## src/rtl/ext_mem_responder_pkg.sv

```systemverilog
// Shared types for the external-memory load responder.
// State encoding, size codes and the error response word.
package ext_mem_resp_pkg;

    typedef enum logic [2:0] {
        IDLE,
        ISSUE,
        WAIT,
        RESP,
        HOLD
    } state_t;

    typedef enum logic [1:0] {
        SZ_BYTE  = 2'b00,
        SZ_HALF  = 2'b01,
        SZ_WORD  = 2'b10,
        SZ_DWORD = 2'b11
    } size_t;

    localparam logic [47:0] ERR_WORD = 48'hFFFF_FFFF_FFFF;

    function automatic logic [2:0] size_to_bytes(input size_t sz);
        case (sz)
            SZ_BYTE: return 3'd1;
            SZ_HALF: return 3'd2;
            SZ_WORD: return 3'd4;
            default: return 3'd6;
        endcase
    endfunction

endpackage

```

## src/rtl/ext_mem_responder_if.sv

```systemverilog
// CPU request/response handshake plus byte-wide external memory port.
// The slave side is the responder; the master side is CPU and memory.
interface ext_mem_responder_if #(
    parameter int ADDR_W = 16
);

    logic              ENABLE;
    logic [2:0]        CTRL;
    logic [47:0]       ADDRESS;
    logic [47:0]       READ;
    logic              HANDSHAKE;
    logic              ERROR;
    logic              BUSY;
    logic [ADDR_W-1:0] MEM_ADDR;
    logic              MEM_RE;
    logic [7:0]        MEM_RDATA;
    logic              MEM_VALID;

    modport slave (
        input  ENABLE, CTRL, ADDRESS, MEM_RDATA, MEM_VALID,
        output READ, HANDSHAKE, ERROR, BUSY, MEM_ADDR, MEM_RE
    );

    modport master (
        output ENABLE, CTRL, ADDRESS, MEM_RDATA, MEM_VALID,
        input  READ, HANDSHAKE, ERROR, BUSY, MEM_ADDR, MEM_RE
    );

endinterface

```

## src/rtl/ext_mem_responder_byte_gather.sv

```systemverilog
// 48-bit little-endian lane register with lane-indexed byte load.
// Extension output is combinational from lanes, byte count and sign flag.
module byte_gather (
    input  logic        i_clk,
    input  logic        i_rst,
    input  logic        i_clr,
    input  logic        i_load,
    input  logic [2:0]  i_idx,
    input  logic [7:0]  i_byte,
    input  logic [2:0]  i_nbytes,
    input  logic        i_sign,
    output logic [47:0] o_ext
);

    logic [47:0] r_lanes;

    always_ff @(posedge i_clk) begin
        if (i_rst || i_clr) begin
            r_lanes <= '0;
        end else if (i_load) begin
            for (int k = 0; k < 6; k++) begin
                if (i_idx == 3'(k)) begin
                    r_lanes[8*k +: 8] <= i_byte;
                end
            end
        end
    end

    always_comb begin
        o_ext = r_lanes;
        case (i_nbytes)
            3'd1: o_ext = {{40{i_sign & r_lanes[7]}}, r_lanes[7:0]};
            3'd2: o_ext = {{32{i_sign & r_lanes[15]}}, r_lanes[15:0]};
            3'd4: o_ext = {{16{i_sign & r_lanes[31]}}, r_lanes[31:0]};
            default: o_ext = r_lanes;
        endcase
    end

endmodule

```

## src/rtl/ext_mem_responder.sv

```systemverilog
// Serves CPU loads from a slow byte-wide external memory, one byte per
// ISSUE/WAIT round, then pulses HANDSHAKE and holds off re-acceptance.
module ext_mem_responder
    import ext_mem_resp_pkg::*;
#(
    parameter int ADDR_W      = 16,
    parameter int TIMEOUT     = 255,
    parameter int HOLD_CYCLES = 2
) (
    input  logic                CLK,
    input  logic                RESET,
    ext_mem_responder_if.slave  bus
);

    localparam int HW = $clog2(HOLD_CYCLES + 1);
    localparam logic [7:0]    TO_LAST   = 8'(TIMEOUT - 1);
    localparam logic [HW-1:0] HOLD_LAST = HW'(HOLD_CYCLES - 1);

    state_t            r_state;
    state_t            w_next;
    logic              r_sign;
    logic [ADDR_W-1:0] r_base;
    logic [2:0]        r_idx;
    logic [2:0]        r_nbytes;
    logic [7:0]        r_tcnt;
    logic [HW-1:0]     r_hcnt;
    logic              r_to;
    logic [47:0]       r_read;
    logic              r_hs;
    logic              r_error;
    logic              r_busy;
    logic              r_mem_re;
    logic [ADDR_W-1:0] r_mem_addr;
    logic              w_last;
    logic              w_timeout;
    logic              w_accept;
    logic              w_load;
    logic [47:0]       w_ext;
    logic              w_unused_addr;

    assign w_accept      = (r_state == IDLE) && bus.ENABLE;
    assign w_load        = (r_state == WAIT) && bus.MEM_VALID;
    assign w_last        = (r_idx == r_nbytes - 3'd1);
    assign w_unused_addr = ^bus.ADDRESS[47:ADDR_W];

    byte_gather u_gather (
        .i_clk    (CLK),
        .i_rst    (RESET),
        .i_clr    (w_accept),
        .i_load   (w_load),
        .i_idx    (r_idx),
        .i_byte   (bus.MEM_RDATA),
        .i_nbytes (r_nbytes),
        .i_sign   (r_sign),
        .o_ext    (w_ext)
    );

    // Data wins over a timeout landing on the same edge.
    always_comb begin
        w_next    = r_state;
        w_timeout = 1'b0;
        case (r_state)
            IDLE:  if (bus.ENABLE) w_next = ISSUE;
            ISSUE: w_next = WAIT;
            WAIT: begin
                if (bus.MEM_VALID) begin
                    w_next = w_last ? RESP : ISSUE;
                end else if (r_tcnt == TO_LAST) begin
                    w_next    = RESP;
                    w_timeout = 1'b1;
                end
            end
            RESP:  w_next = HOLD;
            HOLD:  if (r_hcnt == HOLD_LAST) w_next = IDLE;
            default: w_next = IDLE;
        endcase
    end

    always_ff @(posedge CLK) begin
        if (RESET) begin
            r_state    <= IDLE;
            r_sign     <= 1'b0;
            r_base     <= '0;
            r_idx      <= '0;
            r_nbytes   <= '0;
            r_tcnt     <= '0;
            r_hcnt     <= '0;
            r_to       <= 1'b0;
            r_read     <= '0;
            r_hs       <= 1'b0;
            r_error    <= 1'b0;
            r_busy     <= 1'b0;
            r_mem_re   <= 1'b0;
            r_mem_addr <= '0;
        end else begin
            r_state  <= w_next;
            r_busy   <= (w_next != IDLE);
            r_hs     <= 1'b0;
            r_mem_re <= 1'b0;
            case (r_state)
                IDLE: begin
                    if (bus.ENABLE) begin
                        r_sign   <= bus.CTRL[2];
                        r_base   <= bus.ADDRESS[ADDR_W-1:0];
                        r_idx    <= '0;
                        r_nbytes <= size_to_bytes(size_t'(bus.CTRL[1:0]));
                        r_to     <= 1'b0;
                    end
                end
                ISSUE: begin
                    r_mem_re   <= 1'b1;
                    r_mem_addr <= r_base + ADDR_W'(r_idx);
                    r_tcnt     <= '0;
                end
                WAIT: begin
                    if (bus.MEM_VALID) begin
                        if (!w_last) r_idx <= r_idx + 3'd1;
                    end else begin
                        r_tcnt <= r_tcnt + 8'd1;
                        if (w_timeout) r_to <= 1'b1;
                    end
                end
                RESP: begin
                    r_hs    <= 1'b1;
                    r_read  <= r_to ? ERR_WORD : w_ext;
                    r_error <= r_to;
                    r_hcnt  <= '0;
                end
                HOLD: r_hcnt <= r_hcnt + HW'(1);
                default: ;
            endcase
        end
    end

    assign bus.READ      = r_read;
    assign bus.HANDSHAKE = r_hs;
    assign bus.ERROR     = r_error;
    assign bus.BUSY      = r_busy;
    assign bus.MEM_RE    = r_mem_re;
    assign bus.MEM_ADDR  = r_mem_addr;

endmodule

```

## src/flat_wrapper.sv

```systemverilog
// flat-port wrapper written by rule: the top's interface ports become plain ports
module ext_mem_responder_flat import ext_mem_resp_pkg::*;
#(
    parameter int ADDR_W      = 16,
    parameter int TIMEOUT     = 255,
    parameter int HOLD_CYCLES = 2
)
  (CLK, RESET, bus_ENABLE, bus_CTRL, bus_ADDRESS, bus_MEM_RDATA, bus_MEM_VALID, bus_READ, bus_HANDSHAKE, bus_ERROR, bus_BUSY, bus_MEM_ADDR, bus_MEM_RE);
  ext_mem_responder_if #(.ADDR_W(ADDR_W)) bus_i ();
  input  logic CLK;
  input  logic RESET;
  input wire logic [$bits(bus_i.ENABLE)-1:0] bus_ENABLE;
  input wire logic [$bits(bus_i.CTRL)-1:0] bus_CTRL;
  input wire logic [$bits(bus_i.ADDRESS)-1:0] bus_ADDRESS;
  input wire logic [$bits(bus_i.MEM_RDATA)-1:0] bus_MEM_RDATA;
  input wire logic [$bits(bus_i.MEM_VALID)-1:0] bus_MEM_VALID;
  output wire logic [$bits(bus_i.READ)-1:0] bus_READ;
  output wire logic [$bits(bus_i.HANDSHAKE)-1:0] bus_HANDSHAKE;
  output wire logic [$bits(bus_i.ERROR)-1:0] bus_ERROR;
  output wire logic [$bits(bus_i.BUSY)-1:0] bus_BUSY;
  output wire logic [$bits(bus_i.MEM_ADDR)-1:0] bus_MEM_ADDR;
  output wire logic [$bits(bus_i.MEM_RE)-1:0] bus_MEM_RE;
  assign bus_i.ENABLE = bus_ENABLE;
  assign bus_i.CTRL = bus_CTRL;
  assign bus_i.ADDRESS = bus_ADDRESS;
  assign bus_i.MEM_RDATA = bus_MEM_RDATA;
  assign bus_i.MEM_VALID = bus_MEM_VALID;
  assign bus_READ = bus_i.READ;
  assign bus_HANDSHAKE = bus_i.HANDSHAKE;
  assign bus_ERROR = bus_i.ERROR;
  assign bus_BUSY = bus_i.BUSY;
  assign bus_MEM_ADDR = bus_i.MEM_ADDR;
  assign bus_MEM_RE = bus_i.MEM_RE;
  ext_mem_responder #(.ADDR_W(ADDR_W), .TIMEOUT(TIMEOUT), .HOLD_CYCLES(HOLD_CYCLES)) u_core (.CLK(CLK), .RESET(RESET), .bus(bus_i));
endmodule
```

## config.mk

```make
export PLATFORM = sky130hd
export DESIGN_NAME = ext_mem_responder_flat
export DESIGN_NICKNAME = d
export VERILOG_FILES = /design/src/rtl/ext_mem_responder_pkg.sv /design/src/rtl/ext_mem_responder_if.sv /design/src/rtl/ext_mem_responder_byte_gather.sv /design/src/rtl/ext_mem_responder.sv /design/src/flat_wrapper.sv
export SDC_FILE = /design/constraint.sdc
export NUM_CORES = 1
export LEC_CHECK = 0
export CORE_MARGIN = 1
export CORE_UTILIZATION = 57
export CTS_BUF_LIST = sky130_fd_sc_hd__clkbuf_2 sky130_fd_sc_hd__clkbuf_4 sky130_fd_sc_hd__clkbuf_8
export DETAILED_ROUTE_END_ITERATION = 8
export GPL_TIMING_DRIVEN = 0
export PLACE_DENSITY = 0.95
export SYNTH_ARGS = -nofsm -noshare
export SYNTH_HDL_FRONTEND = slang
export SYNTH_SLANG_ARGS = --single-unit
```

## constraint.sdc

```tcl
create_clock -name CLK -period 3.32 [get_ports CLK]
set_input_delay 0.664 -clock CLK [delete_from_list [all_inputs] [get_ports CLK]]
set_output_delay 0.664 -clock CLK [all_outputs]
set_load 0.02 [all_outputs]
```

# Word-level counts from Yosys, hierarchy flattened
# Index checks and enable logic that the tools add are counted.
# word_totals
wordCells	95
output_inout_bits	68
register_bits	153
in_bits	63
# classes
mux	25
eq_ne	22
n_bitwise	3
n_reduce_logical	20
n_addsub	5
# ops
cell	n
48-bit case mux with 3 select lines	1
48-bit 2-to-1 mux	1
3-bit 2-to-1 mux	7
16-bit by 3-bit adder with 16-bit output	1
8-bit case mux with 2 select lines	1
2-bit AND reduction	8
3-bit by 2-bit equality test with 1-bit output (second input constant)	5
3-bit case mux with 5 select lines	1
3-bit equality test (second input constant)	4
3-bit by 1-bit equality test with 1-bit output (second input constant)	3
3-bit case mux with 3 select lines	1
8-bit by 1-bit adder with 8-bit output (second input constant)	1
8-bit equality test (second input constant)	1
1-bit 2-to-1 mux	8
8-bit 2-to-1 mux	1
2-bit != test (second input constant)	4
4-bit AND reduction	2
3-bit zero test	2
3-bit case mux with 2 select lines	1
2-bit nonzero test	3
2-bit by 1-bit equality test with 1-bit output (second input constant)	2
2-bit case mux with 2 select lines	1
3-bit by 1-bit adder with 3-bit output (second input constant)	1
1-bit AND	3
other kinds (11)	12

# Logic depth before layout (Yosys ltp)
# depth
word_depth	7
mapped_depth	8
depth_no_buf	7

# Cells and area by module
# A second synthesis with hierarchy kept.
# unflattened
hier_cells	813
hier_area_um2	6762.7
# modules_own_cells
module	area_each_um2	cells_each	seq_area_each_um2	n_inst
ext_mem_responder	4360.4	532	2102.0	1
byte_gather	2402.3	281	960.9	1

# Least setup slack after synthesis
# No wires, ideal clock.
# synth_timing
kind	reg-to-reg
start	register u_core.r_idx[0]
end	register u_core.r_mem_addr[14] (netlist: u_core.bus.MEM_ADDR[14])
arrival_time_ps	1962
setup_ps	91
setup_slack_ps	1267
period_less_slack_ps	2053
required_ps	3229
path_stages_with_launch	8
n_path_buf	0
cell_sequence	dfxtp_1 > ha_1 > inv_1 > fa_1 > nor2b_1 > o211ai_1 > or3_1 > a311oi_1
# synth_via
elab_chain_len	1
# synth_lines
item	line_no	rtl
from (decl)	ext_mem_responder.sv:23	logic [2:0] r_idx;
from (signal assigned)	ext_mem_responder.sv:117	if (!w_last) r_idx <= r_idx + 3'd1;
16-bit by 3-bit adder with 16-bit output	ext_mem_responder.sv:112	r_mem_addr <= r_base + ADDR_W'(r_idx);
to (signal assigned)	ext_mem_responder.sv:112	
to (decl)	ext_mem_responder.sv:33	logic [ADDR_W-1:0] r_mem_addr;
# Every way passes these cells.
# A chain may end at the register's enable or synchronous reset.

# Worst setup path in the final report
# Ends and elaborated chain as after synthesis.

==> impl_metrics.tcl <==
set metrics [dict create \
    status "finished with violations" \
    violations "DRC" \
    grt_max_degree 18 \
    grt_pass1_wl_um 27140 \
    rsz0062_at_grt "no" \
    synthFlopType "dfxtp_1" \
    cts_resized 0 \
    drive_above_1_share_pct 7.811 \
    final_min_period_over_clock_period_pct 74.64 \
    p_switching_w 0.001069 \
    track_usage_pct 30.78 \
    synth_common_cells "dfxtp_1, nor2_1, nand2_1, a21oi_1, o21ai_0" \
    drtIter0Drc 614 \
    clkPwrFrac_pct 38.1 \
    hp-class "register to register" \
    drv_cap 0 \
    cts_buffer_depth 2 \
    antenna_left 0 \
    htree_levels 4 \
    cts_buffers 17 \
    cp-start-kind "register" \
    rows 38 \
    async_flop_share_pct 0 \
    cp.arrival_ps 2840 \
    grt_overflow 0 \
    drc 2 \
    wl_um 17530 \
    antenna_cells 0 \
    syn_nets 794 \
    end_kind "register" \
    finalNetCount 911 \
    synth_cell_types 52 \
    port_buffers 98 \
    powerDensity_nw_per_um2 466.2 \
    power_w 0.003669 \
    cts_tree "yes" \
    yosysMostFrequentCell "dfxtp_1" \
    timing.slew.headroom_pct 13.85 \
    pwr-share-seq_pct 52.1 \
    tns_ps 0 \
    dieArea_um2 11510 \
    core_um2 10840 \
    vias 5935 \
    cts_hold_repair.buffers 0 \
    synth_edf_count 0 \
    initial_core_util_pct 58.28 \
    setup_violations 0 \
    synth_top_area_cell "dfxtp_1" \
    ys_warn_count 0 \
    p_int_w 0.002600 \
    path_clk_slew_ps 100 \
    antenna_found_initial 0 \
    path_max_fanout 6 \
    hold_violations 0 \
    path_class "register to register" \
    cts_setup_buffers 0 \
    worst_clock_skew_ps 12.15 \
    io_pins 131 \
    viasPerCell 6.025 \
    syn_area_per_cell_um2 8.835 \
    tightest_slew_ps 1283 \
    final_max_slew_viol_count 0 \
    cts.sinks 153 \
    die_x_um 107.3 \
    p_leak_nw 3.065 \
    clock_latency_ps 460 \
    netlist_instances 715 \
    synth_seq_cells 153 \
    comb_power_share_pct 9.8 \
    dp_hpwl_um 11560 \
    drt-pass1-iter-count 8 \
    synth_top_area_share_pct 48.48 \
    fmax_ghz 0.4035 \
    period_needed_ps 2478 \
    synth_seq_area_share_pct 48.48 \
    synth.area.top_cells "dfxtp_1, a21oi_1, mux2i_1, nor2_1, nand2_1" \
    required_ps 3690 \
    grt_pass1_vias 5730 \
    netSwitchingFraction_pct 29.13 \
    synthToLayoutAreaGrowth_pct 24.60 \
    gp_congestion 0.8259 \
    wl_per_cell_um 17.80 \
    ir_drop_mv 0.2988 \
    cts-root-buf "clkbuf_8" \
    synth_area_um2 6317 \
    die_h_um 107.3 \
]
## stage by stage
stage               setup slack, ps  hold WS (ps)  instances  instance area [um2]  util (%)
global placement              758.4         444.3        953                 7473     68.94
finish                        841.9         452.8        985                 7871     72.61
CTS                           906.5         456.0        985                 7871     72.61
detailed placement            699.3         451.5        953                 7473     68.94
floorplan                      1267         434.1        715                 6317         -
global route                  699.2         473.4        985                 7871     72.61
## registers in the layout (all words and copies together), names as in the netlist
register                 cells
u_core.bus.HANDSHAKE         1
u_core.r_sign                1
u_core.bus.ERROR             1
u_core.bus.BUSY              1
u_core.r_hcnt                2
u_core.r_base               16
u_core.u_gather.r_lanes     48
u_core.r_to                  1
u_core.r_state               3
u_core.bus.MEM_ADDR         16
u_core.bus.READ             48
u_core.bus.MEM_RE            1
u_core.r_tcnt                8
u_core.r_nbytes              3
u_core.r_idx                 3
## power by group through the flow
stage               registers, W  clock network [W]  logic, W
floorplan                0.00197                  0  0.000168
global placement         0.00195                  0  0.000335
detailed placement       0.00195                  0  0.000345
CTS                      0.00191            0.00139  0.000351
global route             0.00192            0.00148  0.000380
finish                   0.00191            0.00140  0.000360
## logic make-up (layout without fill, tap and decap cells)
family | Yosys count | in the layout | synth area share, %
AOI/OAI and AO/OA | 170 | 170 | 16.06
xor gates and xnor gates | 18 | 18 | 2.733
adders and majority gates | 16 | 16 | 3.288
buffers and inverters | 60 | 190 | 4.298
DFF | 153 | 153 | 48.48
muxes | 41 | 41 | 6.496
and+or+nand+nor | 257 | 257 | 18.64
## worst paths after layout
kind / slack, ps / cells after the start / end / startpoint
min: 450 / 2 / u_core.bus.READ[47] / u_core.u_gather.r_lanes[47]
max: 840 / 7 / u_core.bus.MEM_ADDR[14] / u_core.r_idx[0]
min reg2reg: 450 / 2 / u_core.bus.READ[47] / u_core.u_gather.r_lanes[47]
max reg2reg: 840 / 7 / u_core.bus.MEM_ADDR[14] / u_core.r_idx[0]
## critical path: stages, from the launching register on
cell and delay, ps:
dfxtp_1 480, ha_1 240, inv_1 80, fa_1 410, nor2b_1 310, o211ai_1 230, or3_1 390, a311oi_1 250
## cell type report
cell class              instances  area, um2
multi-input cells             502       2983
repair buffers                 98      980.9
inverters                      13      48.80
clock buffers                  18      247.7
flip-flops and latches        153       3063
well taps                     140      175.2
plain buffers                  47      222.7
clock inverters                14      150.1
fillers                       726       2969
## layer usage
| layer | vias up | track usage [%] | part of all wire [%] |
|---|---|---|---|
| met4 | 0 | 15.66 | 3.6 |
| met1 | 2797 | 37.07 | 40 |
| met3 | 73 | 7.567 | 8.4 |
| met5 | - | 0 | 0 |
| met2 | 356 | 51.06 | 48 |
| li1 | 2709 | - | - |
## cell usage in the layout (no fill, tap or decap), types with 3 or more instances in the layout
master / count
dfxtp_1: 153
clkdlybuf4s50_1: 98
nor2_1: 92
nand2_1: 85
a21oi_1: 82
o21ai_0: 50
mux2i_1: 41
clkbuf_1: 25
nor3_1: 19
nand3_1: 18
clkbuf_8: 18
ha_1: 15
inv_1: 13
buf_2: 13
xnor2_1: 12
a211oi_1: 8
or3_1: 7
buf_4: 6
a311oi_1: 6
inv_8: 6
nand3_2: 5
nand2b_1: 5
xor2_1: 5
nor2b_1: 4
a211oi_2: 4
nand4_1: 3
nand3b_1: 3
nor4b_1: 3
and2_1: 3
No activity file was read; power rests on OpenSTA's default activity.
